==> src/rtl/mem_store_buffer_if.sv <==
// Load/store request bus between the pipeline's load/store stage and the store buffer.
// Master drives the request; slave returns completion (ready) and load data.
interface mem_store_buffer_if;
  logic        req_valid;
  logic        req_we;
  logic [31:0] req_addr;
  logic [31:0] req_wdata;
  logic [3:0]  req_be;
  logic        req_ready;
  logic [31:0] rsp_rdata;

  modport master (
    output req_valid, req_we, req_addr, req_wdata, req_be,
    input  req_ready, rsp_rdata
  );

  modport slave (
    input  req_valid, req_we, req_addr, req_wdata, req_be,
    output req_ready, rsp_rdata
  );
endinterface

==> src/rtl/mem_store_buffer.sv <==
// Posted-store ring buffer retiring byte-enabled stores by read-modify-write; loads bypass unless a buffered store hits their word.
// Optional STORE_FWD_EN: a conflicting load whose youngest matching entry is a full-word store completes from the buffer.
module mem_store_buffer #(
  parameter int ADDR_W = 10,
  parameter int DEPTH  = 4,
  parameter int DATA_W = 32
) (
  input  logic                       clk,
  input  logic                       reset,
  mem_store_buffer_if.slave          bus,
  output logic [ADDR_W-1:0]          o_mem_addr,
  output logic [DATA_W-1:0]          o_mem_wdata,
  output logic                       o_mem_read_en,
  output logic                       o_mem_write_en,
  input  logic [DATA_W-1:0]          i_mem_rdata,
  output logic                       o_buf_empty,
  output logic [$clog2(DEPTH):0]     o_buf_count
);

  localparam int PTR_W = $clog2(DEPTH);
  localparam int CNT_W = PTR_W + 1;

  logic [ADDR_W-1:0] r_addr [DEPTH];
  logic [DATA_W-1:0] r_data [DEPTH];
  logic [3:0]        r_be   [DEPTH];
  logic [DEPTH-1:0]  r_vld;
  logic [PTR_W-1:0]  r_head;
  logic [PTR_W-1:0]  r_tail;
  logic [CNT_W-1:0]  r_count;

  logic [ADDR_W-1:0] w_ld_word;
  logic [PTR_W-1:0]  w_idx;
  logic              w_conflict;
  logic              w_fwd_ok;
  logic [DATA_W-1:0] w_fwd_data;
  logic              w_load;
  logic              w_store;
  logic              w_load_mem;
  logic              w_load_done;
  logic              w_drain;
  logic              w_push;
  logic              w_unused_addr;

  assign w_ld_word     = bus.req_addr[ADDR_W+1:2];
  assign w_unused_addr = ^{bus.req_addr[31:ADDR_W+2], bus.req_addr[1:0]};

  // Scan from head so the youngest matching entry is the last one seen.
  always_comb begin
    w_idx      = r_head;
    w_conflict = 1'b0;
    w_fwd_ok   = 1'b0;
    w_fwd_data = '0;
    for (int k = 0; k < DEPTH; k++) begin
      w_idx = r_head + PTR_W'(k);
      if (r_vld[w_idx] && (r_addr[w_idx] == w_ld_word)) begin
        w_conflict = 1'b1;
`ifdef STORE_FWD_EN
        w_fwd_ok   = (r_be[w_idx] == 4'hF);
        w_fwd_data = r_data[w_idx];
`endif
      end
    end
  end

  assign w_load      = bus.req_valid & ~bus.req_we;
  assign w_store     = bus.req_valid & bus.req_we & (|bus.req_be);
  assign w_load_mem  = w_load & ~w_conflict;
  assign w_load_done = w_load & (~w_conflict | w_fwd_ok);
  assign w_drain     = ~reset & ~w_load_mem & (r_count != '0);
  assign w_push      = ~reset & w_store;

  assign bus.req_ready = ~reset & (~w_load | w_load_done);
  assign bus.rsp_rdata = (~reset & w_load_done) ? (w_load_mem ? i_mem_rdata : w_fwd_data) : '0;

  assign o_mem_addr     = w_load_mem ? w_ld_word : r_addr[r_head];
  assign o_mem_read_en  = ~reset & (w_load_mem | w_drain);
  assign o_mem_write_en = w_drain;
  assign o_buf_empty    = reset | (r_count == '0);
  assign o_buf_count    = r_count;

  always_comb begin
    o_mem_wdata = i_mem_rdata;
    for (int i = 0; i < 4; i++) begin
      if (r_be[r_head][i]) o_mem_wdata[8*i +: 8] = r_data[r_head][8*i +: 8];
    end
  end

  // Pop clears valid before push sets it, so a full-buffer push into the head slot survives.
  always_ff @(posedge clk) begin
    if (reset) begin
      r_head  <= '0;
      r_tail  <= '0;
      r_count <= '0;
      r_vld   <= '0;
    end else begin
      if (w_drain) begin
        r_vld[r_head] <= 1'b0;
        r_head        <= r_head + PTR_W'(1);
      end
      if (w_push) begin
        r_vld[r_tail]  <= 1'b1;
        r_addr[r_tail] <= w_ld_word;
        r_data[r_tail] <= bus.req_wdata;
        r_be[r_tail]   <= bus.req_be;
        r_tail         <= r_tail + PTR_W'(1);
      end
      r_count <= r_count + CNT_W'(w_push) - CNT_W'(w_drain);
    end
  end

endmodule
==> src/flat_wrapper.sv <==
// flat-port wrapper written by rule: the top's interface ports become plain ports
module mem_store_buffer_flat 
#(
  parameter int ADDR_W = 10,
  parameter int DEPTH  = 4,
  parameter int DATA_W = 32
)
  (clk, reset, o_mem_addr, o_mem_wdata, o_mem_read_en, o_mem_write_en, i_mem_rdata, o_buf_empty, o_buf_count, bus_req_valid, bus_req_we, bus_req_addr, bus_req_wdata, bus_req_be, bus_req_ready, bus_rsp_rdata);
  mem_store_buffer_if bus_i ();
  input  logic clk;
  input  logic reset;
  output logic [ADDR_W-1:0] o_mem_addr;
  output logic [DATA_W-1:0] o_mem_wdata;
  output logic o_mem_read_en;
  output logic o_mem_write_en;
  input  logic [DATA_W-1:0] i_mem_rdata;
  output logic o_buf_empty;
  output logic [$clog2(DEPTH):0] o_buf_count;
  input wire logic [$bits(bus_i.req_valid)-1:0] bus_req_valid;
  input wire logic [$bits(bus_i.req_we)-1:0] bus_req_we;
  input wire logic [$bits(bus_i.req_addr)-1:0] bus_req_addr;
  input wire logic [$bits(bus_i.req_wdata)-1:0] bus_req_wdata;
  input wire logic [$bits(bus_i.req_be)-1:0] bus_req_be;
  output wire logic [$bits(bus_i.req_ready)-1:0] bus_req_ready;
  output wire logic [$bits(bus_i.rsp_rdata)-1:0] bus_rsp_rdata;
  assign bus_i.req_valid = bus_req_valid;
  assign bus_i.req_we = bus_req_we;
  assign bus_i.req_addr = bus_req_addr;
  assign bus_i.req_wdata = bus_req_wdata;
  assign bus_i.req_be = bus_req_be;
  assign bus_req_ready = bus_i.req_ready;
  assign bus_rsp_rdata = bus_i.rsp_rdata;
  mem_store_buffer #(.ADDR_W(ADDR_W), .DEPTH(DEPTH), .DATA_W(DATA_W)) u_core (.clk(clk), .reset(reset), .bus(bus_i), .o_mem_addr(o_mem_addr), .o_mem_wdata(o_mem_wdata), .o_mem_read_en(o_mem_read_en), .o_mem_write_en(o_mem_write_en), .i_mem_rdata(i_mem_rdata), .o_buf_empty(o_buf_empty), .o_buf_count(o_buf_count));
endmodule
==> config.mk <==
export PLATFORM = sky130hd
export DESIGN_NAME = mem_store_buffer_flat
export DESIGN_NICKNAME = d
export VERILOG_FILES = /design/src/rtl/mem_store_buffer_if.sv /design/src/rtl/mem_store_buffer.sv /design/src/flat_wrapper.sv
export SDC_FILE = /design/constraint.sdc
export NUM_CORES = 1
export LEC_CHECK = 0
export BUFFER_PORTS_ARGS = -buffer_cell sky130_fd_sc_hd__buf_2
export CAP_MARGIN = 15
export CORE_ASPECT_RATIO = 1.5
export CORE_MARGIN = 5
export CORE_UTILIZATION = 30
export CTS_CLUSTER_DIAMETER = 150
export DETAILED_ROUTE_END_ITERATION = 10
export RECOVER_POWER = 25
export SLEW_MARGIN = 20
export SYNTH_ARGS = -nofsm -noshare
export SYNTH_HDL_FRONTEND = slang
export SYNTH_SLANG_ARGS = --single-unit
==> constraint.sdc <==
create_clock -name clk -period 4.95 [get_ports clk]
set_clock_uncertainty 0.15 [all_clocks]
set_input_delay 0 -clock clk [delete_from_list [all_inputs] [get_ports clk]]
set_output_delay 0 -clock clk [all_outputs]
set_load 0.01 [all_outputs]
==> results.md, run 1 <==
Run status:
- The flow ran to the end, and the final reports show no timing, DRC or antenna violations.

Synth:
- In the synthesized netlist, the number of instances is about 600.
- The Yosys step of the flow raised 0 warnings.
- Each instance of the synthesized netlist takes up on average ~16 um2.
- Counting every net in the synthesized netlist gives just over 700.
- The synthesized design contains 197 register bits.
- Of all flip-flops after synthesis, the portion carrying an async set or reset was 0%.
- The number of different library cells used by synthesis comes to 59.
- The most common flop cell mapped by yosys is sky130_fd_sc_hd__edfxtp_1.
- The area of the mapped netlist is slightly below 10000 um2.
- Sequential elements use 59.6% of the synthesized area.
- The synthesized design contains ~180 enable-type register cells.

Timing:
- The final hold violation count came to 0.
- Setup repair after global routing left no endpoint under its margin.
- The final setup violation count is 0.
- Headroom to the max-slew limit came out at about 43%.
- The worst path uses 80.9% of the clock period.
- The maximum achievable frequency is about 250 MHz.
- The slew at the pin with the worst max-slew slack is approximately 0.84 ns.
- The minimum period implied by the final worst setup slack is 4.00 ns.
- After routing, the total negative slack on setup checks comes to 0 ns.
- The worst path meets setup with ~0.95 ns of slack.
- The number of max-slew violations in the final report is 0.

Detailed routing:
- The detailed-route vias per instance is 4.77.
- The total length of routed wires is between 20000 and 25000 um.
- Before antenna repair, the detailed router went through 4 iterations.
- In this run the remaining antenna-violating nets after routing total 0.
- The total number of vias is slightly below 6000.
- The average routed wire per standard cell is 19.4 um.
- The detailed-route DRC error count is 0.
- The detailed router's first-iteration violation count is around 270.

Global route:
- The initial antenna violation count came to 2.
- The all-layer global routing usage is between 10% and 20%.
- The number of global-route vias before repair came to between 6000 and 7000.
- The first global-routing pass estimated 36800 um of wire.
- The maximum number of pins on one net before global-route repair is 44.
- The global route total overflow is 0.

Cells and area:
- The post-route netlist has 35.4% of its cells at a drive strength greater than 1.
- The count of nets after finishing is roughly 900.
- The most common library cell in the layout ignoring fill and taps is sky130_fd_sc_hd__edfxtp_1.
- The layout overhead on the synthesized area is 23.6%.
- Once layout is complete, the cells apart from fillers number 1223.
- In the layout the commonest cells are sky130_fd_sc_hd__edfxtp_1 (184), sky130_fd_sc_hd__buf_2 (132), sky130_fd_sc_hd__mux4_2 (52).

Power and ir drop:
- The share of total power in sequential cells is between 30% and 40%.
- Combinational cells account for a little under two fifths of the total power.
- The fraction of power spent switching nets is roughly 32%.
- Per report_power, the clock group accounts for between 20% and 30% of the total.
- Across the VDD grid, the largest voltage drop is 247 uV.
- The leakage power summed over all cells is slightly above 4 nW.
- The internal portion of the total power is around 3.7 mW.
- The power density over cell area is 453 nW/um2.
- The net switching power is approximately 1.8 mW.

Clock tree:
- The tree is rooted in a sky130_fd_sc_hd__clkbuf_16.
- After clock tree synthesis, the clock-pin slew on the worst setup and hold paths is approximately 0.080 ns.
- The total of cells resized after clock tree synthesis is 0.
- The H-tree was split into 4 levels.
- TritonCTS built the clock tree.
- The clock passes through at most 2 buffers.
- The worst-skew pair later-pin latency is ~0.45 ns.
- Counting the buffers created by CTS gives 17.
- The clock drives just under 200 sinks.

Die:
- From left edge to right edge, the die measures approximately 160 um.
- The placement row count is 80.
- The full die area is ~36000 um2.
- After floorplanning, the core was sized to cover around 32000 um2.
- The number of top-level pins is around 190.
- Once the floorplan was initialized, standard cells occupied a little under a third of the core.
- The height of the chip is about 230 um.

Placement:
- The minimum setup slack after placement is about 0.9 ns.
- The post-placement cell count is ~1100.
- The weighted congestion reported at the end of routability-driven placement is 0.854.
- In this run the tool buffered the top-level ports with between 150 and 200 buffer cells.
- Once detailed placement completed, the half-perimeter wirelength came to ~16000 um.

Setup path:
- The critical path is of the register to register type.
- The highest net fanout along the worst path is 43.
- The launching element type of the critical path is a register.
- Data on the critical path arrives at its endpoint at about 4.2 ns.
- STA classifies the critical path endpoint as a register.
- The worst endpoint required time is around 5.1 ns.
- For the worst flop-to-flop path, the logic depth is 11.

Hold path:
- In this run the worst hold path is classified as input pin to primary output.
- Along the worst hold path, the cell count comes to 3.

Run:
- Max-cap violations in this run came to 0.
[logic make-up (layout without fill, tap and decap cells)]
group | count (synthesis) | count (layout) | share of synthesized area, %
compound gates | 54 | 54 | 4.33
xor+xnor | 43 | 43 | 3.88
fa+ha+maj | 10 | 10 | 1.37
buf+inv | 48 | 265 | 2.77
flops | 197 | 197 | 59.6
mux | 133 | 133 | 21.6
other cells | 0 | 2 | 0
simple gates | 109 | 109 | 6.46
[through the flow]
stage | instance area (um2) | power [mW] | util [%] | hold slack [ns]
2_1_floorplan | 9700 | 3.48 | - | -0.0511
3_3_place_gp | 10900 | 4.01 | 34.1 | 0.0635
3_5_place_dp | 10900 | 4.01 | 34.1 | 0.0678
4_1_cts | 12000 | 5.54 | 37.7 | 0.115
5_1_grt | 12000 | 5.74 | 37.6 | 0.165
6_report | 12000 | 5.43 | 37.6 | 0.149
[area by class of cell]
cell class | count | area [um2]
multi-input combinational | 349 | 3650
clock inverter | 15 | 213
clock buffer | 17 | 425
tap | 410 | 513
fill | 2980 | 19900
antenna | 2 | 5.00
sequential | 197 | 5790
inverter | 10 | 37.5
timing repair buffer | 223 | 1360
[worst paths after layout]
path	slack, ns	from	endpoint
min	0.15	i_mem_rdata[5]	bus_rsp_rdata[5]
max reg2reg	0.95	u_core.r_head[0]$_SDFFE_PP0P_	u_core.o_buf_count[1]$_SDFF_PP0_
max	0.95	u_core.r_head[0]$_SDFFE_PP0P_	u_core.o_buf_count[1]$_SDFF_PP0_
min reg2reg	0.41	u_core.r_tail[1]$_SDFFE_PP0P_	u_core.r_tail[1]$_SDFFE_PP0P_
[Yosys cell counts, types with 4 or more instances]
master	number	area (um2)
sky130_fd_sc_hd__dfxtp_1	13	260
sky130_fd_sc_hd__edfxtp_1	184	5530
sky130_fd_sc_hd__clkbuf_1	18	67.6
sky130_fd_sc_hd__nor3_1	10	50.1
sky130_fd_sc_hd__buf_2	5	25.0
sky130_fd_sc_hd__a21oi_1	8	40.0
sky130_fd_sc_hd__and2_1	40	250
sky130_fd_sc_hd__nand3_1	6	30.0
sky130_fd_sc_hd__o21ai_0	12	60.1
sky130_fd_sc_hd__o211ai_1	7	52.6
sky130_fd_sc_hd__mux2i_1	34	340
sky130_fd_sc_hd__inv_1	10	37.5
sky130_fd_sc_hd__nand2_1	12	45.0
sky130_fd_sc_hd__xnor2_1	34	298
sky130_fd_sc_hd__mux2_4	5	75.1
sky130_fd_sc_hd__nor2_1	17	63.8
sky130_fd_sc_hd__ha_1	9	113
sky130_fd_sc_hd__nand4_1	7	43.8
sky130_fd_sc_hd__nor2b_1	4	25.0
sky130_fd_sc_hd__mux2_2	39	439
sky130_fd_sc_hd__mux4_2	52	1170
sky130_fd_sc_hd__buf_1	4	15.0
sky130_fd_sc_hd__xor2_1	9	78.8
[state kept, by name, summed over array words and instances (netlist names), named ones only]
signal / count
u_core.r_data: 128
u_core.o_buf_count: 3
u_core.r_vld: 4
u_core.r_tail: 2
u_core.r_head: 2
u_core.r_addr: 40
u_core.r_be: 16
[what timing repair did]
action,4_1_cts,5_1_grt
buffers inserted,0,0
hold buffers,50,0
endpoints found under the hold margin,197,0
[per-layer routing]
layer / part of all wire, % / global-route usage (%) / vias up / routed length [um]
met5: 0 / 0 / - / 0
met4: 2.8 / 5.64 / 0 / 657
met3: 3.6 / 2.35 / 35 / 858
met2: 55 / 24.2 / 142 / 13100
met1: 39 / 15.9 / 2904 / 9200
li1: - / - / 2758 / -
[critical path, stage by stage (launching register included)]
cell and delay (ns):
sky130_fd_sc_hd__dfxtp_2 0.33, sky130_fd_sc_hd__buf_4 0.52, sky130_fd_sc_hd__mux4_2 0.59, sky130_fd_sc_hd__xor2_1 0.16, sky130_fd_sc_hd__nor2_1 0.16, sky130_fd_sc_hd__nand4_1 0.16
sky130_fd_sc_hd__o32ai_1 0.52, sky130_fd_sc_hd__nor2_1 0.18, sky130_fd_sc_hd__o311ai_1 0.33, sky130_fd_sc_hd__ha_1 0.22, sky130_fd_sc_hd__fa_1 0.40, sky130_fd_sc_hd__nor2b_1 0.13
[power groups by stage]
stage / sequential [mW] / clock [mW] / combinational, mW
after detailed placement: 2.01 / 0 / 2.01
final: 1.96 / 1.48 / 2.00
after global placement: 2.01 / 0 / 2.00
after floorplan: 1.92 / 0 / 1.56
after global routing: 1.98 / 1.59 / 2.17
after CTS: 1.97 / 1.53 / 2.04
No activity file was read; power rests on OpenSTA's default activity.
==> run 2, diff against run 1 <==
- clock period: 4.95 -> 4.17 ns (I/O delays scaled with it)
==> results.md, run 2 (synthesized netlist as in run 1, its figures left out) <==
Placement:
- The cell area after placement is 11000 um2 (+0.64%).
- The minimum setup slack after placement is 0.481 ns (-0.436 ns).
- The weighted congestion reported at the end of routability-driven placement came to 0.920 (+7.8%).
- The number of I/O port buffers is 162 (unchanged).
- The detailed placer's ending HPWL is 16700 um (+3.2%).

Clock tree:
- The number of buffers created by CTS is 17 (unchanged).
- The total of cells resized after clock tree synthesis was 0 (unchanged).
- The clock transition time at the flip-flop clock pins of the worst setup and hold paths is 0.07 ns (about the same).
- The worst-skew pair later-pin latency was 0.43 ns (-0.02 ns).
- CTS placed an instance of sky130_fd_sc_hd__clkbuf_16 at the clock tree root.
- The maximum clock path buffer count was 2 (unchanged).
- The number of sinks on the clock net is 197 (unchanged).
- TritonCTS built the clock tree.
- The CTS H-tree depth is 4 (unchanged).

Setup path:
- The highest net fanout along the worst path was 18 (-58%).
- The reg-to-reg setup timing slack is 0.46 ns (-0.49 ns).
- The category of the worst setup path capture point is a primary output.
- STA classifies the critical path startpoint as a register.
- The critical register-to-register path endpoint is u_core.o_buf_count[1]$_SDFF_PP0_.
- By startpoint and endpoint, the worst setup path is classified as register to primary output.
- The cell count of the worst reg-to-reg path was 10 (-1).
- The worst endpoint required time is 4.02 ns (-1.12 ns).
- The data arrival time of the critical path is 3.58 ns (-0.62 ns).

Cells and area:
- The register with the most flip-flops in the final layout is u_core.r_data.
- The count of nets after finishing was 918 (+0.66%).
- In the layout the commonest cells are sky130_fd_sc_hd__edfxtp_1 (184), sky130_fd_sc_hd__buf_2 (132), sky130_fd_sc_hd__mux4_2 (52).
- The area growth from synthesis to layout is 23.5%.
- The number of flip-flops under the largest register name came to 128 (unchanged).
- The final design utilization is 37.5% (-0.047 points).
- In the final layout, the registers with the most flip-flops are u_core.r_data: 128 flops, u_core.r_addr: 40 flops, u_core.r_be: 16 flops.
- The number of antenna repair diodes is 0 (-2).
- The most common library cell in the layout ignoring fill and taps is sky130_fd_sc_hd__edfxtp_1.
- The total area of sequential cells is 5790 um2 (unchanged).
- The filler cell count is 2984 (+0.13%).
- The area of the multi-input gates is 3650 um2 (unchanged).
- The share of cells above drive strength 1 was 35.5% (+0.11 points).
- The cell area after layout came to 12000 um2 (-0.13%).

Power and ir drop:
- The net switching power was 2.02 mW (+15%).
- The peak ir drop on the vdd network is 303 uV (+22%).
- The share of total power in sequential cells came to 36.8% (+0.8 points).
- The relative contribution of the clock network to total power came to 24.5% (-2.7 points).
- The leakage power summed over all cells is 4.14 nW (+0.33%).
- The power density over cell area is 527 nW/um2 (+16%).
- The combinational fraction of design power is 38.7% (+1.9 points).
- The fraction of power spent switching nets is 32.0% (-0.37 points).
- The internal power contribution came to 4.30 mW (+17%).

Die:
- The full die area is 36100 um2 (unchanged).
- The number of top-level pins is 185 (unchanged).
- The placement row count is 80 (unchanged).
- The height of the chip is 230 um (unchanged).
- The die span in x is 157 um (unchanged).
- The starting utilization of the core area is 30.4% (unchanged).
- The placeable core region is 31900 um2 (unchanged).

Global route:
- The initial antenna violation count is 0 (-2).
- The wire length of the first global-routing pass came to 36300 um (-1.3%).
- The number of global-route vias before repair is 6169 (-1.6%).
- The all-layer global routing usage came to 13.5% (-0.12 points).
- The maximum number of pins on one net before global-route repair came to 44 (unchanged).
- The global route total overflow came to 0 (unchanged).

Hold path:
- The cell depth of the worst min-delay path came to 3 (unchanged).
- The worst-case hold path end point is bus_rsp_rdata[3].
- The worst hold-check path type is input pin to primary output.
- The hold path startpoint is i_mem_rdata[3].

Detailed routing:
- The remaining antenna violation count was 0 (unchanged).
- The detailed-route vias per instance is 4.84 (+1.4%).
- The number of optimization iterations in the first detailed-route pass is 5 (+1).
- The total number of vias is 5940 (+1.7%).
- The detailed-route DRC error count is 0 (unchanged).
- The average routed wire per standard cell came to 19.5 um (+0.21%).
- The total length of routed wires is 23900 um (+0.53%).
- The detailed router's first-iteration violation count came to 321 (+18%).

Timing:
- The final worst setup slack was 0.443 ns (-0.503 ns).
- Based on the critical path, the design can be clocked at up to 268 MHz.
- Setup repair after global routing left no endpoint under its margin.
- The minimum period implied by the final worst setup slack is 3.73 ns.
- The total negative slack came to 0 ns (unchanged).
- The final hold violation count is 0 (unchanged).
- The number of max-slew violations in the final report came to 0 (unchanged).
- The max-slew headroom at the worst pin is 44.3% (+0.96 points).
- The slew at the pin with the worst max-slew slack is 0.835 ns (-0.00663 ns).
- The final setup violation count came to 0 (unchanged).
- In the finished design, the share of the clock period the worst path needs comes to approximately 89%.
- The worst hold slack is 0.149 ns (+0.000489 ns).

Run:
- The total of max-cap violations is 0 (unchanged).

Run status:
- The flow ran to the end, and the final reports show no timing, DRC or antenna violations.
==> run 2: power by group through the flow <==
stage	sequential, mW	combinational (mW)	clock, mW
after global routing	2.34	2.64	1.68
after global placement	2.37	2.45	0
after detailed placement	2.37	2.45	0
final	2.32	2.45	1.55
after floorplan	2.28	1.85	0
after CTS	2.33	2.50	1.60
==> run 2: through the flow <==
stage | std cells | total power [mW]
finish | 1227 | 6.32
global route | 1227 | 6.65
CTS | 1227 | 6.42
detailed placement | 1145 | 4.82
global placement | 1145 | 4.82
floorplan | 594 | 4.13
==> run 2: layout make-up <==
| class | count | area share, % |
|---|---|---|
| flip-flops and latches | 197 | 48.3 |
| multi-input cells | 349 | 30.5 |
| repair buffers | 229 | 11.9 |
| clock buffers | 26 | 4.33 |
| well taps | 410 | 4.28 |
| clock inverters | 6 | 0.324 |
| inverters | 10 | 0.313 |
==> run 2: worst max-delay path by stage <==
stage                             startpoint                          endpoint  slack, ns  depth (start not counted)
3_5_place_dp                        register  u_core.o_buf_count[1]$_SDFF_PP0_       0.48                         10
3_3_place_gp                        register  u_core.o_buf_count[1]$_SDFF_PP0_       0.46                         10
2_1_floorplan  u_core.r_head[0]$_SDFFE_PP0P_  u_core.o_buf_count[1]$_SDFF_PP0_       0.19                         16
4_1_cts                             register                     o_mem_addr[1]       0.41                          8
6_report                            register                     o_mem_addr[1]       0.44                          8
5_1_grt                             register  u_core.o_buf_count[1]$_SDFF_PP0_       0.23                         10
==> run 2: repair_timing <==
action / CTS / global route
endpoints found under the hold margin: 197 / 0
setup buffers: 0 / 0
hold buffers: 50 / 0
==> run 2: worst max-delay path, cell delays in order (launching register included) <==
cell                      delay [ns]
sky130_fd_sc_hd__dfxtp_4        0.61
sky130_fd_sc_hd__mux4_2         0.58
sky130_fd_sc_hd__xnor2_1        0.31
sky130_fd_sc_hd__nand3_1        0.13
sky130_fd_sc_hd__nor3_1         0.46
sky130_fd_sc_hd__a41oi_2        0.15
sky130_fd_sc_hd__nand3_4        0.34
sky130_fd_sc_hd__mux2_2         0.41
sky130_fd_sc_hd__buf_2          0.15
==> run 2: layer usage <==
layer	GRT usage (%)	vias to the layer above	wire length, um
met2	24.2	151	13100
li1	-	2767	-
met5	0	-	0
met1	15.6	2991	9430
met3	2.29	31	740
met4	5.70	0	656
==> run 3, diff against run 2 <==
- ABC_AREA: not set -> 1
==> results.md, run 3 <==
Clock tree:
- The clock transition time at the flip-flop clock pins of the worst setup and hold paths is 0.06 ns (about the same).
- The number of sinks on the clock net was 197 (unchanged).
- The cell at the root of the clock tree is sky130_fd_sc_hd__clkbuf_16.
- The maximum clock path buffer count is 2 (unchanged).
- The hold buffer count at CTS is 49 (-2.0%).
- The total of cells resized after clock tree synthesis is 0 (unchanged).
- The CTS H-tree depth is 4 (unchanged).
- TritonCTS built the clock tree.
- The worst-skew pair later-pin latency came to 0.42 ns (about the same).
- The number of buffers created by CTS is 17 (unchanged).
- The post-CTS setup repair buffer count is 0 (unchanged).

Detailed routing:
- The detailed router's first-iteration violation count is 388 (+21%).
- The detailed-route DRC error count is 0 (unchanged).
- The detailed-route vias per instance was 4.82 (-0.43%).
- The total length of routed wires was 26600 um (+11%).
- The average routed wire per standard cell was 15.7 um (-19%).
- The remaining antenna violation count came to 0 (unchanged).
- The total number of vias was 8170 (+38%).
- The number of optimization iterations in the first detailed-route pass is 5 (unchanged).

Timing:
- The slew at the pin with the worst max-slew slack is 0.984 ns (+0.149 ns).
- The max-slew headroom at the worst pin came to 34.3% (-10 points).
- The total negative slack was 0 ns (unchanged).
- The number of max-slew violations in the final report is 0 (unchanged).
- The final setup violation count is 0 (unchanged).
- The final hold violation count is 0 (unchanged).
- The maximum achievable frequency is 266 MHz (-0.87%).
- The post-route fraction of the period consumed by the critical path came to 90.2% (+0.78 points).
- Setup repair after global routing left no endpoint under its margin.
- The minimum period implied by the final worst setup slack is 3.76 ns (+0.0327 ns).

Cells and area:
- The number of flip-flops under the largest register name is 128 (unchanged).
- The count of nets after finishing is 1388 (+51%).
- Compared with the post-synthesis result, the final layout area differs by 22.6%.
- The filler cell count is 3249 (+8.9%).
- The largest registers in the layout are u_core.r_data: 128 flops, u_core.r_addr: 40 flops, u_core.r_be: 16 flops.
- Leaving out fill and tap cells, the most frequent cells in the layout are sky130_fd_sc_hd__nand2_1 (304), sky130_fd_sc_hd__edfxtp_1 (184), sky130_fd_sc_hd__nor2_1 (135).
- The largest register by flop count is u_core.r_data.
- The share of cells above drive strength 1 came to 14.9% (-21 points).
- The number of antenna repair diodes is 0 (unchanged).
- The most common library cell in the layout ignoring fill and taps is sky130_fd_sc_hd__nand2_1.

Setup path:
- The worst endpoint required time was 4.38 ns (+0.36 ns).
- The launching element type of the critical path is a register.
- Traced cell by cell, the critical path runs through inv_2 > ha_1 > inv_2 > nand3_1 > nand2_1 > nand2_1 > nand2_1 > inv_1 > nand2_1 > nor2_1 > nand3_1 > nand2_1 > nor2_4 > nand2_4 > nand2_4 > or2_1 > nand2_1 > ha_1 > fa_1 > or2_2 > a21oi_1.
- On the critical path, the stage with the largest delay is an instance of sky130_fd_sc_hd__fa_1.
- The data arrival time of the critical path is 3.97 ns (+0.39 ns).
- The reg-to-reg startpoint is u_core.r_head[0]$_SDFFE_PP0P_.
- STA classifies the critical path endpoint as a register.
- The most critical setup path has its startpoint at u_core.r_head[0]$_SDFFE_PP0P_.
- The most prevalent standard cell on the critical path is sky130_fd_sc_hd__nand2_1.
- The maximum single-stage delay on the critical path came to 0.38 ns (-0.23 ns).
- By startpoint and endpoint, the worst setup path is classified as register to register.
- The highest net fanout along the worst path was 25 (+7).

Power and ir drop:
- The internal power contribution is 4.05 mW (-5.7%).
- The net switching power is 2.79 mW (+38%).
- The leakage power summed over all cells is 4.93 nW (+19%).
- The power density over cell area is 574 nW/um2 (+8.8%).
- The combinational fraction of design power was 45.5% (+6.8 points).
- The post-layout total power came to 6.85 mW (+8.4%).
- The relative contribution of the clock network to total power came to 21.7% (-2.8 points).
- The peak ir drop on the vdd network is 309 uV (+2.0%).
- The share of total power in sequential cells is 32.8% (-4.0 points).
- The fraction of power spent switching nets is 40.8% (+8.8 points).

Synth:
- The synthesis warning total is 0 (unchanged).
- The number of synthesized flops with an enable pin is 184 (unchanged).
- Sorting the synthesized cells by area gives the leading types as sky130_fd_sc_hd__edfxtp_1 (57%), sky130_fd_sc_hd__nand2_1 (12%), sky130_fd_sc_hd__nand3_1 (6.5%), sky130_fd_sc_hd__o21ai_0 (5.8%), sky130_fd_sc_hd__nor2_1 (5.2%).
- The area of the mapped netlist came to 9730 um2 (+0.30%).
- The commonest cells after synthesis are sky130_fd_sc_hd__nand2_1 (304), sky130_fd_sc_hd__edfxtp_1 (184), sky130_fd_sc_hd__nor2_1 (135), sky130_fd_sc_hd__nand3_1 (127), sky130_fd_sc_hd__o21ai_0 (113).
- The most common flop cell mapped by yosys is sky130_fd_sc_hd__edfxtp_1.
- The number of nets in the synthesized netlist is 1192 (+68%).
- The sequential fraction of the synthesis area was 59.4% (-0.18 points).
- The synthesized design spends more area on one cell type than any other, namely sky130_fd_sc_hd__edfxtp_1.
- The proportion of synthesized flip-flops having asynchronous set or reset is 0% (unchanged).
- The cell count after synthesis is 1078 (+81%).
- The share of the synthesized area in the top cell type was 56.8% (-0.17 points).
- The cell with the most instances after synthesis is sky130_fd_sc_hd__nand2_1.
- The post-synthesis cell type count is 28 (-53%).
- The synthesized area per cell is 9.03 um2 (-45%).
- The synthesis-stage register bit count is 197 (unchanged).

Global route:
- The number of global-route vias before repair is 8091 (+31%).
- The maximum number of pins on one net before global-route repair is 50 (+14%).
- The all-layer global routing usage is 14.6% (+1.1 points).
- The global route total overflow is 0 (unchanged).
- The wire length of the first global-routing pass is 41700 um (+15%).
- The initial antenna violation count is 0 (unchanged).

Die:
- The height of the chip is 231 um (+0.14%).
- The starting utilization of the core area is 30.5% (+0.090 points).
- The full die area is 36200 um2 (+0.28%).
- The placement row count came to 80 (unchanged).
- The die span in x is 157 um (+0.14%).
- The number of top-level pins came to 185 (unchanged).
- The placeable core region came to 31900 um2 (unchanged).

Placement:
- The detailed placer's ending HPWL came to 17400 um (+4.2%).
- The number of I/O port buffers is 162 (unchanged).
- The weighted congestion reported at the end of routability-driven placement is 0.829 (-9.9%).

Hold path:
- In this run the worst hold path is classified as input pin to primary output.
- The worst hold path begins at i_mem_rdata[3].

Run:
- The total of max-cap violations was 0 (unchanged).

Run status:
- The flow ran to the end, and the final reports show no timing, DRC or antenna violations.
## run 3: path summary, 6_finish.rpt
path              depth (start not counted)                               end  slack [ns]
setup reg to reg                         21  u_core.o_buf_count[2]$_SDFF_PP0_        0.41
hold reg to reg                           2        u_core.r_vld[3]$_SDFF_PP0_        0.33
setup / recovery                         21  u_core.o_buf_count[2]$_SDFF_PP0_        0.41
hold / removal                            4                  bus_rsp_rdata[3]        0.16
## run 3: power groups by stage
stage / sequential (mW) / combinational (mW) / clock, mW
after global routing: 2.25 / 3.51 / 1.60
after global placement: 2.29 / 3.08 / 0
after floorplan: 2.29 / 2.13 / 0
after detailed placement: 2.29 / 3.11 / 0
final: 2.25 / 3.12 / 1.48
after CTS: 2.25 / 3.15 / 1.52
## run 3: per-layer routing
metal	wire (um)	vias to the layer above	GRT usage (%)
met5	0	-	0
met1	10700	3872	16.7
met3	1140	21	2.17
met4	376	0	4.55
li1	-	4055	-
met2	14400	222	27.4
## run 3: per-stage QoR
| step | area [um2] | setup slack (ns) | utilization (%) | hold WS, ns | cells |
|---|---|---|---|---|---|
| after floorplan | 9730 | 0.745 | - | -0.0511 | 1078 |
| after global placement | 11000 | 0.494 | 34.3 | 0.0648 | 1616 |
| after detailed placement | 11000 | 0.431 | 34.3 | 0.0688 | 1616 |
| after CTS | 12000 | 0.403 | 37.5 | 0.150 | 1695 |
| after global routing | 11900 | 0.130 | 37.4 | 0.177 | 1695 |
| final | 11900 | 0.411 | 37.4 | 0.160 | 1695 |
## run 3: area by class of cell
type	count	area [um2]	area share, %
clock buffer	21	440	3.69
clock inverter	9	82.6	0.692
inverter	66	248	2.08
multi-input combinational	759	3420	28.7
sequential	197	5790	48.5
tap	410	513	4.30
timing repair buffer	233	1440	12.1
## run 3: cell families (layout without fill, tap and decap cells)
kind of cell	after synthesis	after routing	share of synthesized area, %
adder cells (fa/ha/maj)	10	10	1.36
flip-flops	197	197	59.4
AO/OA/AOI/OAI	168	168	9.13
AND/OR/NAND/NOR	578	578	24.4
buffers and inverters	122	329	5.36
XOR/XNOR	3	3	0.270
## run 3: worst max-delay path: cells and delay by family, from the launching register on
kind / cells / cell delay (ns)
adders and majority gates: 3 / 0.90
DFF: 1 / 0.34
AOI/OAI and AO/OA: 1 / 0.11
buffers and inverters: 3 / 0.41
and+or+nand+nor: 14 / 1.76
